--- src/rtl/crc_mem_pkg.sv ---
// Shared constants, state encoding and the bitwise CRC step used by the CRC memory scanner.
package crc_mem_pkg;

  localparam int          ADDR_W_DEF     = 12;
  localparam int          CNT_W_DEF      = 13;
  localparam logic [31:0] CRC_POLY_REFL  = 32'hEDB8_8320;
  localparam logic [31:0] CRC_INIT_DEF   = 32'hFFFF_FFFF;
  localparam logic [31:0] CRC_XOROUT_DEF = 32'hFFFF_FFFF;

  typedef enum logic [2:0] {
    ST_IDLE  = 3'd0,
    ST_READ  = 3'd1,
    ST_DRAIN = 3'd2,
    ST_WB    = 3'd3,
    ST_FIN   = 3'd4
  } state_e;

  // One LSB-first shift of the reflected CRC-32 register.
  function automatic logic [31:0] crc32_shift_bit(input logic [31:0] c);
    if (c[0]) begin
      crc32_shift_bit = (c >> 1) ^ CRC_POLY_REFL;
    end else begin
      crc32_shift_bit = c >> 1;
    end
  endfunction

endpackage

--- src/rtl/crc_mem_scanner_if.sv ---
// Control and Avalon-MM bus bundle between the scanner, its controller and the CRC memory.
interface crc_mem_scanner_if
  import crc_mem_pkg::*;
#(
  parameter int ADDR_W = ADDR_W_DEF,
  parameter int CNT_W  = CNT_W_DEF
);

  logic              start;
  logic [ADDR_W-1:0] base_addr;
  logic [CNT_W-1:0]  word_count;
  logic              busy;
  logic              done;
  logic [31:0]       crc_out;

  logic [ADDR_W-1:0] avm_address;
  logic              avm_chipselect;
  logic              avm_write;
  logic [3:0]        avm_byteenable;
  logic              avm_clken;
  logic [31:0]       avm_writedata;
  logic [31:0]       avm_readdata;

  modport master (
    input  start, base_addr, word_count, avm_readdata,
    output busy, done, crc_out,
    output avm_address, avm_chipselect, avm_write, avm_byteenable, avm_clken, avm_writedata
  );

  modport slave (
    output start, base_addr, word_count, avm_readdata,
    input  busy, done, crc_out,
    input  avm_address, avm_chipselect, avm_write, avm_byteenable, avm_clken, avm_writedata
  );

endinterface

--- src/rtl/crc32_word_update.sv ---
// Folds one 32-bit word into a reflected CRC-32 register in a single combinational step.
module crc32_word_update
  import crc_mem_pkg::*;
(
  input  logic [31:0] crc_in,
  input  logic [31:0] data,
  output logic [31:0] crc_next
);

  // Byte 0 LSB first through byte 3 MSB is exactly word bit 0 upward, so the whole word xors in at once.
  always_comb begin
    crc_next = crc_in ^ data;
    for (int i = 0; i < 32; i++) begin
      crc_next = crc32_shift_bit(crc_next);
    end
  end

endmodule

--- src/rtl/crc_mem_scanner.sv ---
// Avalon-MM read master computing CRC-32 over a block of the CRC memory.
// Optional result write-back to base_addr+word_count is enabled by defining CRC_WRITEBACK_EN.
module crc_mem_scanner
  import crc_mem_pkg::*;
#(
  parameter int          ADDR_W     = ADDR_W_DEF,
  parameter int          CNT_W      = CNT_W_DEF,
  parameter logic [31:0] CRC_INIT   = CRC_INIT_DEF,
  parameter logic [31:0] CRC_XOROUT = CRC_XOROUT_DEF
) (
  input logic               clk,
  input logic               reset,
  crc_mem_scanner_if.master bus
);

  state_e            state_q, state_d;
  logic [CNT_W-1:0]  rem_q, rem_d;
  logic [31:0]       crc_q, crc_d;
  logic              dv_q;
  logic [31:0]       crc_fold_s;
  logic              accept_s;

  logic              busy_q, busy_d;
  logic              done_q, done_d;
  logic [31:0]       crc_out_q, crc_out_d;
  logic [ADDR_W-1:0] addr_q, addr_d;
  logic              cs_q, cs_d;

  assign accept_s = (state_q == ST_IDLE) && bus.start;

  crc32_word_update u_crc (
    .crc_in   (crc_q),
    .data     (bus.avm_readdata),
    .crc_next (crc_fold_s)
  );

  // State register
  always_ff @(posedge clk) begin
    if (reset) begin
      state_q <= ST_IDLE;
    end else begin
      state_q <= state_d;
    end
  end

  // Next-state logic
  always_comb begin
    state_d = state_q;
    case (state_q)
      ST_IDLE: begin
        if (bus.start) begin
          if (bus.word_count != {CNT_W{1'b0}}) begin
            state_d = ST_READ;
          end else begin
            state_d = ST_FIN;
          end
        end else begin
          state_d = ST_IDLE;
        end
      end
      ST_READ: begin
        if (rem_q == {CNT_W{1'b0}}) begin
          state_d = ST_DRAIN;
        end else begin
          state_d = ST_READ;
        end
      end
`ifdef CRC_WRITEBACK_EN
      ST_DRAIN: state_d = ST_WB;
`else
      ST_DRAIN: state_d = ST_FIN;
`endif
      ST_WB:    state_d = ST_FIN;
      ST_FIN:   state_d = ST_IDLE;
      default:  state_d = ST_IDLE;
    endcase
  end

  // Remaining-address counter and CRC accumulator; readdata lands one cycle after its address
  always_comb begin
    rem_d = rem_q;
    crc_d = crc_q;
    if (accept_s) begin
      rem_d = bus.word_count - CNT_W'(1);
      crc_d = CRC_INIT;
    end else if (dv_q) begin
      crc_d = crc_fold_s;
      if (state_q == ST_READ && rem_q != {CNT_W{1'b0}}) begin
        rem_d = rem_q - CNT_W'(1);
      end else begin
        rem_d = rem_q;
      end
    end else if (state_q == ST_READ && rem_q != {CNT_W{1'b0}}) begin
      rem_d = rem_q - CNT_W'(1);
    end else begin
      rem_d = rem_q;
    end
  end

  // Next values of the registered outputs
  always_comb begin
    busy_d    = (state_d != ST_IDLE);
    done_d    = (state_q == ST_FIN);
    cs_d      = (state_d == ST_READ) || (state_d == ST_WB);
    crc_out_d = crc_out_q;
    addr_d    = addr_q;
    if (state_q == ST_FIN) begin
      crc_out_d = crc_q ^ CRC_XOROUT;
    end else begin
      crc_out_d = crc_out_q;
    end
    if (accept_s) begin
      addr_d = bus.base_addr;
    end else if ((state_q == ST_READ && state_d == ST_READ) || state_d == ST_WB) begin
      addr_d = addr_q + ADDR_W'(1);
    end else begin
      addr_d = addr_q;
    end
  end

  // Datapath registers
  always_ff @(posedge clk) begin
    if (reset) begin
      rem_q <= {CNT_W{1'b0}};
      crc_q <= 32'h0000_0000;
      dv_q  <= 1'b0;
    end else begin
      rem_q <= rem_d;
      crc_q <= crc_d;
      dv_q  <= cs_q && !bus.avm_write;
    end
  end

  // Output registers
  always_ff @(posedge clk) begin
    if (reset) begin
      busy_q    <= 1'b0;
      done_q    <= 1'b0;
      crc_out_q <= 32'h0000_0000;
      addr_q    <= {ADDR_W{1'b0}};
      cs_q      <= 1'b0;
    end else begin
      busy_q    <= busy_d;
      done_q    <= done_d;
      crc_out_q <= crc_out_d;
      addr_q    <= addr_d;
      cs_q      <= cs_d;
    end
  end

`ifdef CRC_WRITEBACK_EN
  logic        wr_q, wr_d;
  logic [31:0] wdata_q, wdata_d;

  // Write-back strobe and data; the final CRC is taken from the DRAIN fold as it is produced
  always_comb begin
    wr_d = (state_d == ST_WB);
    if (state_d == ST_WB) begin
      wdata_d = crc_d ^ CRC_XOROUT;
    end else begin
      wdata_d = wdata_q;
    end
  end

  // Write-back registers
  always_ff @(posedge clk) begin
    if (reset) begin
      wr_q    <= 1'b0;
      wdata_q <= 32'h0000_0000;
    end else begin
      wr_q    <= wr_d;
      wdata_q <= wdata_d;
    end
  end

  assign bus.avm_write     = wr_q;
  assign bus.avm_writedata = wdata_q;
`else
  assign bus.avm_write     = 1'b0;
  assign bus.avm_writedata = 32'h0000_0000;
`endif

  assign bus.busy           = busy_q;
  assign bus.done           = done_q;
  assign bus.crc_out        = crc_out_q;
  assign bus.avm_address    = addr_q;
  assign bus.avm_chipselect = cs_q;
  assign bus.avm_byteenable = 4'hF;
  assign bus.avm_clken      = 1'b1;

endmodule

--- src/flat_wrapper.sv ---
// flat-port wrapper written by rule: the top's interface ports become plain ports
module crc_mem_scanner_flat import crc_mem_pkg::*;
#(
  parameter int          ADDR_W     = ADDR_W_DEF,
  parameter int          CNT_W      = CNT_W_DEF,
  parameter logic [31:0] CRC_INIT   = CRC_INIT_DEF,
  parameter logic [31:0] CRC_XOROUT = CRC_XOROUT_DEF
)
  (clk, reset, bus_start, bus_base_addr, bus_word_count, bus_avm_readdata, bus_busy, bus_done, bus_crc_out, bus_avm_address, bus_avm_chipselect, bus_avm_write, bus_avm_byteenable, bus_avm_clken, bus_avm_writedata);
  crc_mem_scanner_if #(.ADDR_W(ADDR_W), .CNT_W(CNT_W)) bus_i ();
  input logic clk;
  input logic reset;
  input wire logic [$bits(bus_i.start)-1:0] bus_start;
  input wire logic [$bits(bus_i.base_addr)-1:0] bus_base_addr;
  input wire logic [$bits(bus_i.word_count)-1:0] bus_word_count;
  input wire logic [$bits(bus_i.avm_readdata)-1:0] bus_avm_readdata;
  output wire logic [$bits(bus_i.busy)-1:0] bus_busy;
  output wire logic [$bits(bus_i.done)-1:0] bus_done;
  output wire logic [$bits(bus_i.crc_out)-1:0] bus_crc_out;
  output wire logic [$bits(bus_i.avm_address)-1:0] bus_avm_address;
  output wire logic [$bits(bus_i.avm_chipselect)-1:0] bus_avm_chipselect;
  output wire logic [$bits(bus_i.avm_write)-1:0] bus_avm_write;
  output wire logic [$bits(bus_i.avm_byteenable)-1:0] bus_avm_byteenable;
  output wire logic [$bits(bus_i.avm_clken)-1:0] bus_avm_clken;
  output wire logic [$bits(bus_i.avm_writedata)-1:0] bus_avm_writedata;
  assign bus_i.start = bus_start;
  assign bus_i.base_addr = bus_base_addr;
  assign bus_i.word_count = bus_word_count;
  assign bus_i.avm_readdata = bus_avm_readdata;
  assign bus_busy = bus_i.busy;
  assign bus_done = bus_i.done;
  assign bus_crc_out = bus_i.crc_out;
  assign bus_avm_address = bus_i.avm_address;
  assign bus_avm_chipselect = bus_i.avm_chipselect;
  assign bus_avm_write = bus_i.avm_write;
  assign bus_avm_byteenable = bus_i.avm_byteenable;
  assign bus_avm_clken = bus_i.avm_clken;
  assign bus_avm_writedata = bus_i.avm_writedata;
  crc_mem_scanner #(.ADDR_W(ADDR_W), .CNT_W(CNT_W), .CRC_INIT(CRC_INIT), .CRC_XOROUT(CRC_XOROUT)) u_core (.clk(clk), .reset(reset), .bus(bus_i));
endmodule
--- config.mk ---
export PLATFORM = sky130hd
export DESIGN_NAME = crc_mem_scanner_flat
export DESIGN_NICKNAME = d
export VERILOG_FILES = /design/src/rtl/crc_mem_pkg.sv /design/src/rtl/crc_mem_scanner_if.sv /design/src/rtl/crc32_word_update.sv /design/src/rtl/crc_mem_scanner.sv /design/src/flat_wrapper.sv
export SDC_FILE = /design/constraint.sdc
export NUM_CORES = 1
export LEC_CHECK = 0
export ABC_CLOCK_PERIOD_IN_PS = 9100
export CAP_MARGIN = 20
export CORE_MARGIN = 2
export CORE_UTILIZATION = 45
export DETAILED_ROUTE_END_ITERATION = 12
export GPL_TIMING_DRIVEN = 0
export PLACE_DENSITY = 0.67
export SYNTH_ARGS = -nofsm -noshare
export SYNTH_HDL_FRONTEND = slang
export SYNTH_SLANG_ARGS = --single-unit
--- constraint.sdc ---
create_clock -name clk -period 9.1 [get_ports clk]
set_input_delay 2.275 -clock clk [delete_from_list [all_inputs] [get_ports clk]]
set_output_delay 2.275 -clock clk [all_outputs]
set_load 0.05 [all_outputs]
# Word-level counts from Yosys, hierarchy flattened

Cells that the tools add are included.

Add/subtract/negate cells: 3
Equal/unequal tests: 6
Mux-type cells: 42
Bitwise logic cells: 34
Reductions and logical operators: 14

Operators with widths:

| operator                                                               | number |
|---|---|
| 32-bit two-way mux                                                     | 34 |
| 13-bit inverter with 14-bit output                                     | 32 |
| 32-bit inverter                                                        | 1 |
| 32-bit XOR                                                             | 1 |
| 13-bit two-way mux                                                     | 2 |
| 13-bit nonzero test                                                    | 2 |
| 13-bit by 1-bit subtractor with 13-bit output (second input constant)  | 2 |
| 12-bit two-way mux                                                     | 2 |
| 13-bit zero test                                                       | 1 |
| 12-bit by 1-bit adder with 12-bit output (second input constant)       | 1 |
| 3-bit by 2-bit equality test with 1-bit output (second input constant) | 3 |
| 3-bit one-hot mux with 3 select lines                                  | 1 |
| 3-bit by 1-bit equality test with 1-bit output (second input constant) | 2 |
| 3-bit two-way mux                                                      | 2 |
| 2-bit nonzero test                                                     | 3 |
| 3-bit equality test (second input constant)                            | 1 |
| 1-bit logical AND                                                      | 3 |
| 3-bit zero test                                                        | 1 |
| 3-bit nonzero test                                                     | 1 |
| 1-bit logical OR                                                       | 2 |
| 2-bit two-way mux                                                      | 1 |
| 2-bit OR reduction                                                     | 1 |

Flip-flop bits (word level): 96
Input bits: 60
Output and inout port bits: 85
Word-level logic and storage cells: 108

# Logic depth before layout (Yosys ltp)

Word-level depth: 67
Gate-level depth with buffers: 12
Depth with buffers taken out: 12

# Hierarchy

From an unflattened synthesis, not the netlist that was laid out.

Cell total of the unflattened synthesis: 779
Area, all modules: 7731.2 µm²

By module, submodules not included:

| module            | times used | cells each | area each (µm²) | seq. area each (µm²) |
|---|---|---|---|---|
| crc_mem_scanner   | 1          | 513        | 4546.9          | 1921.8 |
| crc32_word_update | 1          | 266        | 3184.3          | 0.0 |

# Least setup slack after synthesis

OpenSTA, ideal clock, no wires.

Kind: input -> register
Start point: input port bus_avm_readdata[0]
End point: register u_core.crc_q[23]
Library setup time: 0.103 ns
Arrival: 5.588 ns
Path slack: 3.408 ns
Stages on the path: 9
Cell sequence: xnor2_4 > xor3_2 > xor3_2 > xnor3_2 > xor2_2 > xor3_2 > xnor2_4 > xor3_2 > a2111oi_2

Word-level cells in the longest chain between the ends: 47

RTL lines:

| element                                                                                   | line                    | source |
|---|---|---|
| start: declaration                                                                        | flat_wrapper.sv:16      | `input wire logic [$bits(bus_i.avm_readdata)-1:0] bus_avm_readdata;` |
| 32-bit XOR (*)                                                                            | crc32_word_update.sv:12 | `crc_next = crc_in ^ data;` |
| 32-bit two-way mux (*) (2 in a row)                                                       | crc_mem_pkg.sv:20       | `if (c[0]) begin` |
| 13-bit inverter with 14-bit output (no line) / 32-bit two-way mux (equally long branches) | n/a                     |  |
| 32-bit two-way mux (*)                                                                    | crc_mem_pkg.sv:20       |  |
| 13-bit inverter with 14-bit output (no line)                                              | n/a                     |  |
| 32-bit two-way mux (*)                                                                    | crc_mem_pkg.sv:20       |  |
| 13-bit inverter with 14-bit output (no line) / 32-bit two-way mux (equally long branches) | n/a                     |  |
| 32-bit two-way mux (*) (4 in a row)                                                       | crc_mem_pkg.sv:20       |  |
| [... 26 more ...]                                                                         | n/a                     |  |
| 13-bit inverter with 14-bit output (no line) / 32-bit two-way mux (equally long branches) | n/a                     |  |
| 32-bit two-way mux (*) (2 in a row)                                                       | crc_mem_pkg.sv:20       |  |
| 13-bit inverter with 14-bit output (no line) / 32-bit two-way mux (equally long branches) | n/a                     |  |
| 32-bit two-way mux (*)                                                                    | crc_mem_pkg.sv:20       |  |
| 13-bit inverter with 14-bit output (no line) / 32-bit two-way mux (equally long branches) | n/a                     |  |
| 32-bit two-way mux (*)                                                                    | crc_mem_pkg.sv:20       |  |
| 32-bit two-way mux (*)                                                                    | crc_mem_scanner.sv:86   | `end else if (dv_q) begin` |
| 32-bit two-way mux (*)                                                                    | crc_mem_scanner.sv:83   | `if (accept_s) begin` |
| end signal: assignment                                                                    | crc_mem_scanner.sv:129  | `crc_q <= crc_d;` |
| end: declaration                                                                          | crc_mem_scanner.sv:18   | `logic [31:0] crc_q, crc_d;` |

Every way passes the cells marked *; elsewhere a longest branch is shown, timed or not. The select of a mux whose other input is x is not followed.
A chain may end at the register's enable or synchronous reset.

# Worst setup path after layout

Start point: input port bus_avm_readdata[2]
End point: register u_core.crc_q[23]

Word-level cells in the longest chain between the ends: 46

RTL lines:

| element                                                                                   | line |
|---|---|
| 32-bit XOR (*)                                                                            | crc32_word_update.sv:12 |
| 32-bit two-way mux (*) (3 in a row)                                                       | crc_mem_pkg.sv:20 |
| 13-bit inverter with 14-bit output (no line)                                              | n/a |
| 32-bit two-way mux (*) (4 in a row)                                                       | crc_mem_pkg.sv:20 |
| 13-bit inverter with 14-bit output (no line) / 32-bit two-way mux (equally long branches) | n/a |
| 32-bit two-way mux (*) (6 in a row)                                                       | crc_mem_pkg.sv:20 |
| 13-bit inverter with 14-bit output (no line) / 32-bit two-way mux (equally long branches) | n/a |
| 32-bit two-way mux (*)                                                                    | crc_mem_pkg.sv:20 |
| [... 19 more ...]                                                                         | n/a |
| 13-bit inverter with 14-bit output (no line) / 32-bit two-way mux (equally long branches) | n/a |
| 32-bit two-way mux (*) (2 in a row)                                                       | crc_mem_pkg.sv:20 |
| 13-bit inverter with 14-bit output (no line) / 32-bit two-way mux (equally long branches) | n/a |
| 32-bit two-way mux (*)                                                                    | crc_mem_pkg.sv:20 |
| 13-bit inverter with 14-bit output (no line)                                              | n/a |
| 32-bit two-way mux (*)                                                                    | crc_mem_pkg.sv:20 |
| 32-bit two-way mux (*)                                                                    | crc_mem_scanner.sv:86 |
| 32-bit two-way mux (*)                                                                    | crc_mem_scanner.sv:83 |

Marked as above.

==> flow_metrics.tcl <==
set metrics [dict create \
    fin_setup_tns_ns 0 \
    gr-total-overflow 0 \
    dr.pass1.iters 4 \
    finalHoldViolations 0 \
    htreeDepth 3 \
    final_core_util_pct 56.48 \
    rsz0062_at_grt "false" \
    outcome "finished, final reports clean" \
    wl_per_cell_microns 18.00 \
    synthCells 782 \
    pre_cts_ws_ns 2.327 \
    num_vias 5818 \
    io_pins 145 \
    drtIter0Drc 403 \
    clockBufferDepth 2 \
    synthArstFlopShare_pct 0 \
    synth_ff_type "dfxtp_1" \
    synth_edf_count 0 \
    cts_buffers 9 \
    ant_nets 0 \
    port_buffers 106 \
    dieWidth_microns 132.9 \
    finalCriticalPeriod_ns 6.459 \
    setup_violations 0 \
    clock-sinks 96 \
    grt_pass1_vias 5693 \
    finClkSkew_ns 0.007979 \
    synth-seq-area-share_pct 25.70 \
    diodes 0 \
    die_h_microns 132.9 \
    design.core.area_sq_um 16410 \
    slew_violations 0 \
    grt_pass1_wl_microns 32150 \
    hpwl_microns 16520 \
    synth_top_area_share_pct 25.70 \
    drive_above_1_share_pct 9.574 \
    tritoncts "done" \
    holdBufCountCts 0 \
    start_util_pct 45.58 \
    syn_area_sq_um 7478 \
    tightest_slew_ns 0.9084 \
    fin_nets 997 \
    gp_congestion 0.9537 \
    clkTransAtPathRegs_ns 0.07 \
    max_freq_mhz 154.8 \
    min_path_type "reg -> reg" \
    cts_resized 0 \
    synthToLayoutAreaGrowth_pct 23.91 \
    max-slew-margin-rel_pct 38.94 \
    syn_avg_cell_area_sq_um 9.563 \
    synth_warnings 0 \
    worst-setup-path-type "in -> reg" \
    start_kind "input pin" \
    cp_max_fo 6 \
    cp-end-kind "flop" \
    yosysTopAreaCell "dfxtp_1" \
    grt_usage_pct 23.76 \
    critPathRequiredTime_ns 9.34 \
    cts_root_buf "clkbuf_16" \
    synth_cell_type_count 47 \
    nFillCells 1511 \
    worst_slack_ns 2.641 \
    rows 47 \
    clock_latency_ns 0.34 \
    vias_per_cell 5.016 \
    synthTopCellsByArea "dfxtp_1 26%, xnor2_1 20%, xnor3_1 10%" \
    grt_max_degree 19 \
    maxCapViolations 0 \
    antenna_found_initial 0 \
    arrival_ns 6.70 \
    fin_crit_sh_pct 70.98 \
    drt-total-wl_microns 20880 \
    dieArea_sq_um 17670 \
    ys_ff_latch 96 \
    route.detailed.drc 0 \
    postCtsSetupBuffers 0 \
]
==> state kept, by name, indices dropped and copies added (netlist names) <==
register	count
u_core.bus.avm_address	12
u_core.bus.avm_chipselect	1
u_core.crc_q	32
u_core.bus.busy	1
u_core.bus.done	1
u_core.state_q	3
u_core.dv_q	1
u_core.rem_q	13
u_core.bus.crc_out	32
==> worst max-delay path, cell delays in order <==
cell,delay (ns)
clkdlybuf4s50_1,0.50
xnor2_4,0.38
xor3_2,0.64
xnor3_1,0.66
xnor3_1,0.36
xnor3_1,0.55
xnor2_2,0.52
xor3_2,0.51
a2111oi_2,0.30
==> cells in the mapped netlist (3+ instances only) <==
| cell type | instances |
|---|---|
| a211oi_1 | 46 |
| a21oi_1 | 42 |
| a311oi_1 | 4 |
| and2_1 | 3 |
| buf_1 | 5 |
| buf_4 | 38 |
| clkbuf_1 | 31 |
| dfxtp_1 | 96 |
| inv_1 | 3 |
| mux2i_1 | 7 |
| nand2_1 | 32 |
| nand3_1 | 6 |
| nand4_1 | 4 |
| nor2_1 | 92 |
| nor3_1 | 31 |
| nor4_1 | 3 |
| o21ai_0 | 16 |
| or2_2 | 3 |
| or3_1 | 7 |
| xnor2_1 | 173 |
| xnor2_2 | 9 |
| xnor2_4 | 5 |
| xnor3_1 | 34 |
| xnor3_2 | 3 |
| xor2_1 | 51 |
| xor2_2 | 7 |
| xor3_1 | 3 |
| xor3_2 | 5 |
==> layout by cell type (no fill, tap or decap), types with 5 or more instances in the layout <==
| cell | n |
|---|---|
| nand3_1 | 6 |
| xor2_2 | 7 |
| xnor2_2 | 9 |
| a21oi_1 | 42 |
| buf_1 | 5 |
| mux2i_1 | 7 |
| xnor2_4 | 5 |
| nand2_1 | 32 |
| conb_1 | 38 |
| xor3_2 | 5 |
| buf_4 | 38 |
| xnor2_1 | 173 |
| clkdlybuf4s50_1 | 106 |
| or3_1 | 7 |
| nor2_1 | 92 |
| clkbuf_16 | 9 |
| xor2_1 | 51 |
| clkbuf_1 | 31 |
| a211oi_1 | 46 |
| nor3_1 | 31 |
| dfxtp_1 | 96 |
| o21ai_0 | 16 |
| xnor3_1 | 34 |
==> path summary, 6_finish.rpt <==
| kind | startpoint | endpoint | slack [ns] | cells past startpoint |
|---|---|---|---|---|
| max | bus_avm_readdata[2] | u_core.crc_q[23] | 2.64 | 9 |
| min | u_core.bus.avm_chipselect | u_core.dv_q | 0.48 | 1 |
| max reg2reg | u_core.crc_q[2] | u_core.crc_q[23] | 4.67 | 8 |
| min reg2reg | u_core.bus.avm_chipselect | u_core.dv_q | 0.48 | 1 |
==> cell type report <==
type                    count  area [sq um]  share of cell area [%]
plain buffers              74         420.4                   4.537
clock buffers               9         225.2                   2.430
repair buffers            106          1061                   11.45
well taps                 220         275.3                   2.971
flip-flops and latches     96          1922                   20.74
clock inverters             7         85.08                  0.9182
inverters                   3         11.26                  0.1215
multi-input cells         645          5266                   56.83
==> layer usage <==
metal	global-route usage [%]	part of all wire, %	vias to the layer above
met5	0	0	-
met4	6.213	2.3	0
met3	3.946	5.5	26
met2	40.70	49	176
met1	31.16	44	2742
li1	-	-	2874
==> cell families after synthesis <==
family	count (synthesis)	share of synthesized area, %
mux	7	0.9370
flops	96	25.70
buf+inv	77	5.772
compound gates	117	10.12
xor+xnor	291	45.74
other cells	2	0.1004
simple gates	190	11.29
fa+ha+maj	2	0.3346
==> stage by stage <==
stage	hold WS (ns)	cells	cell area, sq um
floorplan	0.4505	818	7614
global placement	0.4487	1144	8950
detailed placement	0.4660	1144	8956
CTS	0.4774	1160	9266
global route	0.5052	1160	9266
finish	0.4773	1160	9266
Power is left out: the tool's default activity adds up to more than one toggle a clock period on the data nets, which glitch-free logic cannot reach.
